### src/rtl/mod7_feeder.sv
// Host-side feeder for a serial mod-7 unit: accepts a 48-bit word, issues Start, streams 8 six-bit chunks MSB-first, and captures the residue.
// Optional build macro MOD7_CHECK_EN adds a local residue fold and drives mismatch at capture.
module mod7_feeder (
    input  logic        clk,
    input  logic        rst,
    input  logic        in_valid,
    output logic        in_ready,
    input  logic [47:0] data_in,
    output logic        ss_start,
    output logic [5:0]  ss_bus,
    input  logic        ss_ready,
    input  logic [2:0]  ss_result,
    output logic        res_valid,
    output logic [2:0]  res,
    output logic        err,
    output logic        mismatch
);

    typedef enum logic [2:0] {
        S_IDLE  = 3'd0,
        S_START = 3'd1,
        S_GAP   = 3'd2,
        S_SEND  = 3'd3,
        S_WAIT  = 3'd4
    } state_t;

    state_t      state, state_nxt;
    logic [47:0] shreg;
    logic [2:0]  cnt;      // chunk index in SEND, timeout count in WAIT
    logic [2:0]  res_q;
    logic        err_q;
    logic        accept;
    logic        timeout;

    // NOTE: every output of this block gets a default first so no path infers a latch.
    always_comb begin
        state_nxt = state;
        in_ready  = 1'b0;
        ss_start  = 1'b0;
        ss_bus    = 6'd0;
        res_valid = 1'b0;
        accept    = 1'b0;
        timeout   = 1'b0;
        case (state)
            S_IDLE: begin
                in_ready = ss_ready && !rst;
                if (in_valid && in_ready) begin
                    accept    = 1'b1;
                    state_nxt = S_START;
                end
            end
            S_START: begin
                ss_start  = 1'b1;
                state_nxt = S_GAP;
            end
            S_GAP: state_nxt = S_SEND;
            S_SEND: begin
                ss_bus = shreg[47:42];
                if (cnt == 3'd7) state_nxt = S_WAIT;
            end
            S_WAIT: begin
                // Capture is visible in the same cycle Ready is seen, so res_valid lands on cycle 11.
                if (ss_ready) begin
                    res_valid = 1'b1;
                    state_nxt = S_IDLE;
                end else if (cnt == 3'd3) begin
                    timeout   = 1'b1;
                    state_nxt = S_IDLE;
                end
            end
            default: state_nxt = S_IDLE;
        endcase
    end

    assign res = res_valid ? ss_result : res_q;
    assign err = err_q;

    // NOTE: sequential state uses non-blocking assignments so all registers update from pre-edge values.
    always_ff @(posedge clk or posedge rst) begin
        if (rst) begin
            state <= S_IDLE;
            shreg <= 48'd0;
            cnt   <= 3'd0;
            res_q <= 3'd0;
            err_q <= 1'b0;
        end else begin
            state <= state_nxt;
            case (state)
                S_IDLE: begin
                    cnt <= 3'd0;
                    if (accept) shreg <= data_in;
                end
                S_GAP:  cnt <= 3'd0;
                S_SEND: begin
                    shreg <= {shreg[41:0], 6'd0};
                    cnt   <= cnt + 3'd1;   // wraps 7 -> 0 on entry to WAIT
                end
                S_WAIT: begin
                    cnt <= cnt + 3'd1;
                    if (res_valid) res_q <= ss_result;
                    if (timeout)   err_q <= 1'b1;
                end
                default: cnt <= 3'd0;
            endcase
        end
    end

`ifdef MOD7_CHECK_EN
    logic [2:0] r;
    logic [8:0] fold;

    assign fold = {r, ss_bus};

    always_ff @(posedge clk or posedge rst) begin
        if (rst) begin
            r <= 3'd0;
        end else if (state == S_GAP) begin
            r <= 3'd0;
        end else if (state == S_SEND) begin
            r <= 3'(fold % 9'd7);
        end
    end

    assign mismatch = res_valid && (ss_result != r);
`else
    assign mismatch = 1'b0;
`endif

endmodule

### config.mk
export PLATFORM = sky130hd
export DESIGN_NAME = mod7_feeder
export DESIGN_NICKNAME = d
export VERILOG_FILES = /design/src/rtl/mod7_feeder.sv
export SDC_FILE = /design/constraint.sdc
export NUM_CORES = 1
export LEC_CHECK = 0
export BUFFER_PORTS_ARGS = -buffer_cell sky130_fd_sc_hd__buf_2
export CAP_MARGIN = 20
export CORE_ASPECT_RATIO = 0.9
export CORE_MARGIN = 1
export CORE_UTILIZATION = 35
export CTS_BUF_LIST = sky130_fd_sc_hd__clkbuf_4 sky130_fd_sc_hd__clkbuf_8 sky130_fd_sc_hd__clkbuf_16
export CTS_CLUSTER_SIZE = 40
export DETAILED_ROUTE_END_ITERATION = 10
export PLACE_DENSITY = 0.61
export SLEW_MARGIN = 20
export SYNTH_ARGS = -nofsm -noshare
export SYNTH_HDL_FRONTEND = slang
export SYNTH_SLANG_ARGS = --single-unit
### constraint.sdc
create_clock -name clk -period 1.7 [get_ports clk]
set_input_delay 0.085 -clock clk [delete_from_list [all_inputs] [get_ports clk]]
set_output_delay 0.085 -clock clk [all_outputs]
set_load 0.02 [all_outputs]
==> results of run 1 <==
stage by stage:
stage | total power [mW] | worst slack (ns)
after global routing | 7.14 | -0.0544
after global placement | 4.82 | 0.146
final | 6.63 | 0.00769
after CTS | 6.57 | -0.0241
after floorplan | 4.17 | 0.210
after detailed placement | 4.89 | 0.105
report_power, final:
part	total (mW)	switching, mW	internal (mW)
registers	2.24	0.288	1.95
logic	3.18	1.71	1.47
clock network	1.21	0.534	0.676
cells by family (layout without fill, tap and decap cells):
| group | count (synthesis) | after routing |
|---|---|---|
| flops | 58 | 58 |
| mux | 6 | 6 |
| other cells | 1 | 1 |
| compound gates | 129 | 129 |
| simple gates | 87 | 87 |
| buf+inv | 38 | 117 |
| fa+ha+maj | 3 | 3 |
layout by cell type, fill, tap and decap left out, drive strengths merged, types with 2 or more instances in the layout:
| cell type | synthesis | final |
|---|---|---|
| ha | 3 | 3 |
| dfrtp | 58 | 58 |
| a21oi | 36 | 36 |
| bufbuf | 0 | 3 |
| and3b | 2 | 2 |
| clkinv | 0 | 2 |
| nand2 | 2 | 2 |
| and2 | 6 | 6 |
| nor2 | 45 | 45 |
| clkbuf | 11 | 13 |
| nor2b | 2 | 2 |
| buf | 25 | 90 |
| dlygate4sd3 | 0 | 7 |
| a31oi | 42 | 42 |
| and3 | 3 | 3 |
| nand3b | 2 | 2 |
| o21ai | 49 | 49 |
| nand3 | 20 | 20 |
| nor3 | 2 | 2 |
| mux2 | 6 | 6 |
synthesized netlist by cell type:
cell type,n,area [um^2]
nand3b_1,2,15.0
ha_1,3,37.5
buf_6,4,45.0
nor2_1,44,165
inv_1,2,7.51
buf_2,17,85.1
a21oi_1,36,180
nor3b_1,1,7.51
clkbuf_1,10,37.5
conb_1,1,3.75
clkbuf_2,1,5.00
o21ai_0,29,145
o21bai_1,1,7.51
or3_4,1,11.3
nand2b_1,1,6.26
a31o_2,1,8.76
and2_1,6,37.5
buf_4,4,30.0
and3_1,3,18.8
nand2_1,2,7.51
nor3_1,1,5.00
dfrtp_1,58,1450
and3b_1,2,17.5
mux2_2,6,67.6
nor3_2,1,10.0
nor2b_1,2,12.5
nand3_1,20,100
o21ai_1,20,100
a31oi_1,42,263
nor2_2,1,6.26
critical path, stage by stage, from the launching register on:
cell,delay [ns]
dfrtp_2,0.44
nor2_2,0.13
and3_4,0.25
mux2_4,0.32
buf_6,0.13
worst max-delay path by stage:
stage,end,from,slack (ns),cells after the start
floorplan,in_ready,rst,0.21,2
global placement,shreg[18],state[0],0.15,3
global route,res[2],state[0],-0.05,4
CTS,res[1],state[1],-0.02,4
detailed placement,shreg[20],state[0],0.10,3
finish,res[1],state[0],0.008,4
sequential cells by signal, indices dropped and copies added (netlist names):
name,cells
res_q,3
err,1
shreg,48
cnt,3
state,3
cell type report:
type	instances	area, um^2	area share (%)
Sequential cell	58	1460	38.1
Multi-Input combinational cell	226	1280	33.5
Timing Repair Buffer	100	763	20.0
Clock buffer	13	179	4.68
Tap cell	99	124	3.24
Inverter	2	11.3	0.295
Clock inverter	2	10.0	0.262
routing by layer:
metal	routed length (um)	GRT usage, %	share of wire (%)	vias up
met1	3740	25.3	46	1322
met4	72	4.41	0.89	0
met3	391	5.92	4.8	8
met5	0	0	0	-
li1	-	-	-	1301
met2	3910	31.8	48	76
repair_timing:
item / in CTS / in global routing
resized for setup: 7 / 33
hold endpoints to repair: 7 / 0
pin swaps: 3 / 3
hold buffers: 7 / 0
cloned: 3 / 0
buffers inserted: 10 / 3
setup endpoints to repair: 10 / 39
==> results.yml, run 1 <==
job:
  drv_cap: 0
timing:
  rsz0062_at_grt: "yes"
  worstMarginPinSlew_ns: 0.765
  drv_slew: 0
  max_freq_mhz: 591
  hold_ws_ns: 0.00992
  layout_min_cycle_time_ns: 1.69
  clock_skew_ns: 0.0114
  tns_ns: 0
  hold_viol_final: 0
  fin_crit_sh_pct: 99.5
  relSlewSlack_pct: 49.0
  setup_violations: 0
setup_path:
  r2r_end: "shreg[18]"
  rrSetupSlack_ns: 0.06
  endpoint_kind: "output pin"
  critPathRequiredTime_ns: 1.62
  worstSetupPathType: "flip-flop to output pin"
  reg2reg_depth: 4
  cp-start-kind: "flip-flop"
  regToRegStartpoint: "state[0]"
  path_max_fanout: 6
  crit_arrival_ns: 1.61
synth:
  synth_mux_area_share_pct: 2.33
  synth_top_family_by_area: "compound AO/OA/AOI/OAI gates"
  yosysUniqueCellTypes: 30
  synth-simple-area-share_pct: 14.5
  synth_xor_area_share_pct: 0
  yosys_warnings: 0
  synth_seq_area_share_pct: 50.1
  syn_area_per_cell_um2: 8.99
  syn_nets: 380
  synthCells: 322
  syn_area_um2: 2900
  ys_ff_latch: 58
  synth_fa_ha_area_share_pct: 1.30
  synth_compound_gate_area_share_pct: 24.3
clock_network:
  htree_levels: 3
  cts_tree: "built"
  cts_inserted_buffers: 9
  path_clk_slew_ns: 0.07
  root_buffer: "clkbuf_8"
  clock_path_buffers: 2
  clk_latency_ns: 0.34
  clock_sinks: 58
finish:
  num-nets-final: 455
  fin_cells: 500
  layout-drive-gt1-share_pct: 32.2
  area_growth_pct: 32.0
  fin_util_pct: 47.6
  fin_area_um2: 3820
  fillers: 773
  antennaDiodeCount: 0
routing:
  viasPerCell: 5.41
  drt_iter0_drc: 174
  dr_total_vias: 2707
  drt_wl_total_um: 8110
  drtPass1Iterations: 7
  ant_nets: 0
  avgRoutedWirePerCell_um: 16.2
  drc: 5
status:
  status: "finished, violations left"
  failed_checks: "DRC"
hold_path:
  hp-class: "input port to flip-flop"
  min_from: "data_in[3]"
  worstHoldEndpoint: "shreg[3]"
  hold_depth: 3
floorplanning:
  die_x_um: 97.9
  io_pins: 69
  core-area_um2: 8030
  dieHeight_um: 88.3
  die-area_um2: 8640
  num_rows: 31
  start_util_pct: 36.1
place:
  dp_hpwl_um: 4580
  dp_cells: 462
  place_congestion: 0.748
  io_buffers: 67
  placedInstanceArea_um2: 3290
grt:
  grt_pass1_wl_um: 12900
  grt_max_degree: 59
  grt_pass1_vias: 2590
  gr-usage-all-layers_pct: 19.3
  antenna_found_initial: 0
  gr-total-overflow: 0
power_and_ir_drop:
  p_per_area_nw_per_um2: 1740
  p_leak_nw: 1.69
  vdd_drop_max_v: 0.000635
(Power assumes the default switching activity.)
==> run 2: changes to the inputs <==
==> constraint.sdc (replaced) <==
create_clock -name clk -period 1.7 [get_ports clk]
set_input_delay 0.425 -clock clk [delete_from_list [all_inputs] [get_ports clk]]
set_output_delay 0.425 -clock clk [all_outputs]
set_load 0.05 [all_outputs]
==> run 2 against run 1 <==
  * The run ends with DRC, setup timing left
  * Clock power about the same
  * Flip-flop and latch count is the same
  * Hold slack gained 0.32 ns
  * Via count increased by 1.6%
  * Critical path depth unchanged
  * Clock-buffer cell count shrank 3
  * Wire length rose by 5.2%
  * Final area rose by 3.3%
  * Power up 8.9%
  * Register-to-register slack is essentially flat
  * Global-route usage increased by 0.47 points
==> results.yml, run 2 (synthesis gave the netlist of run 1 again) <==
finish:
  layout-drive-gt1-share_pct: 35.1
  layout_common_cells: "dfrtp_1, buf_2, nor2_1"
  seqCellArea_um2: 1450
  antennaDiodeCount: 0
  fillers: 761
  largest-register: "shreg"
  area_growth_pct: 36.3
  largest_reg_flops: 48
  multi_input_area_um2: 1350
  final_common_cell: "dfrtp_1"
  num-nets-final: 457
setup_path:
  cp_top_family: "flip-flops"
  cp_cell_sequence: "nor2_4 > and3_4 > mux2_4 > buf_8"
  crit_arrival_ns: 1.60
  r2r_end: "shreg[29]"
  rrSetupSlack_ns: 0.06
  worstSetupPathType: "flip-flop to output pin"
  crit_path_start: "state[0]"
  crit_end: "res[1]"
  cp_slowest_cell: "dfrtp_1"
  cp-start-kind: "flip-flop"
  reg2reg_depth: 5
  path_max_fanout: 5
  endpoint_kind: "output pin"
  worstSetupPathDepth: 4
  regToRegStartpoint: "state[0]"
  worst_path_largest_cell_delay_ns: 0.43
  cp_num_buf_inv: 1
  critPathRequiredTime_ns: 1.27
routing:
  dr_total_vias: 2751
  viasPerCell: 5.47
  drt_iter0_drc: 208
  drt_wl_total_um: 8530
  ant_nets: 0
  drc: 3
  drtPass1Iterations: 7
  avgRoutedWirePerCell_um: 17.0
floorplanning:
  io_pins: 69
  core-area_um2: 8030
  start_util_pct: 36.1
  die-area_um2: 8640
  num_rows: 31
  dieHeight_um: 88.3
  die_x_um: 97.9
hold_path:
  hp-class: "input port to flip-flop"
timing:
  drv_slew: 0
  hold_viol_final: 0
  tns_ns: -3.20
  fin_crit_sh_pct: 119
  clock_skew_ns: 0.00902
  rsz0062_at_grt: "yes"
  worstMarginPinSlew_ns: 0.753
  setup_violations: 12
  relSlewSlack_pct: 49.8
  layout_min_cycle_time_ns: 2.03
  max_freq_mhz: 493
  setup_ws_ns: -0.327
clock_network:
  cts_tree: "built"
  clk_latency_ns: 0.34
  htree_levels: 3
  path_clk_slew_ns: 0.07
  clock_path_buffers: 2
  cts_inserted_buffers: 9
  root_buffer: "clkbuf_8"
  clock_sinks: 58
  hold_buffers: 0
job:
  drv_cap: 0
place:
  place_congestion: 0.773
  io_buffers: 67
  dp_hpwl_um: 4860
grt:
  use_met1_pct: 25.3
  grt_max_degree: 59
  gr-usage-all-layers_pct: 19.8
  met3_usage_pct: 5.92
  grt_pass1_wl_um: 13200
  top_usage_layer: "met2"
  met2_usage_pct: 33.7
  gr-total-overflow: 0
  antenna_found_initial: 0
  grt_pass1_vias: 2584
power_and_ir_drop:
  p_per_area_nw_per_um2: 1830
  vdd_drop_max_v: 0.000714
  p_leak_nw: 1.72
  power_mw: 7.22
status:
  status: "finished, violations left"
  failed_checks: "DRC, setup timing"
run 2: cell count changes in the layout (fill, tap and decap cells not counted), sizes merged:
cell | previous run | this run
or3 | 1 | 5
dlygate4sd3 | 7 | 0
bufinv | 0 | 1
bufbuf | 3 | 0
buf | 90 | 95
clkinv | 2 | 4
clkinvlp | 1 | 2
run 2: worst min path at each step:
stage	start	to	slack, ns	cells after the start
after CTS	ss_result[1]	res_q[1]	0.31	2
after floorplan	cnt[0]	cnt[0]	0.41	1
after detailed placement	cnt[0]	cnt[0]	0.43	1
final	ss_result[2]	res_q[2]	0.33	2
after global routing	ss_result[2]	res_q[2]	0.31	2
after global placement	cnt[0]	cnt[0]	0.42	1
run 2: final cells by class:
cell class                 count  area share (%)
timing repair buffer          98            20.9
inverter                       2           0.285
tap                           99            3.14
clock inverter                 6            1.46
clock buffer                  10            3.33
multi-input combinational    230            34.1
sequential                    58            36.8
run 2: metal layers:
metal	share of wire (%)	vias to the layer above
li1	-	1321
met1	45	1353
met2	50	70
met3	5.1	7
met4	0.66	0
met5	0	-
run 2: metrics by stage:
stage	instance area, um^2	std cells	hold slack (ns)	util (%)	worst slack, ns
after floorplan	2950	322	0.410	-	-0.431
after global placement	3410	471	0.422	42.5	-0.0691
after detailed placement	3410	471	0.426	42.5	-0.0753
after CTS	3750	494	0.314	46.8	-0.362
after global routing	3950	503	0.312	49.2	-0.393
final	3950	503	0.327	49.2	-0.327
run 2: report_power, final:
part	switching, mW	total (mW)	internal (mW)	leakage (nW)
Sequential	0.306	2.26	1.95	0.711
Combinational	2.09	3.73	1.65	0.913
Clock	0.554	1.24	0.682	0.0992
run 2: what timing repair did:
item                       4_1_cts  5_1_grt
cloned                           2        5
resized for setup               31       26
setup endpoints to repair       13       46
pin swaps                        5       14
setup buffers                    5        6
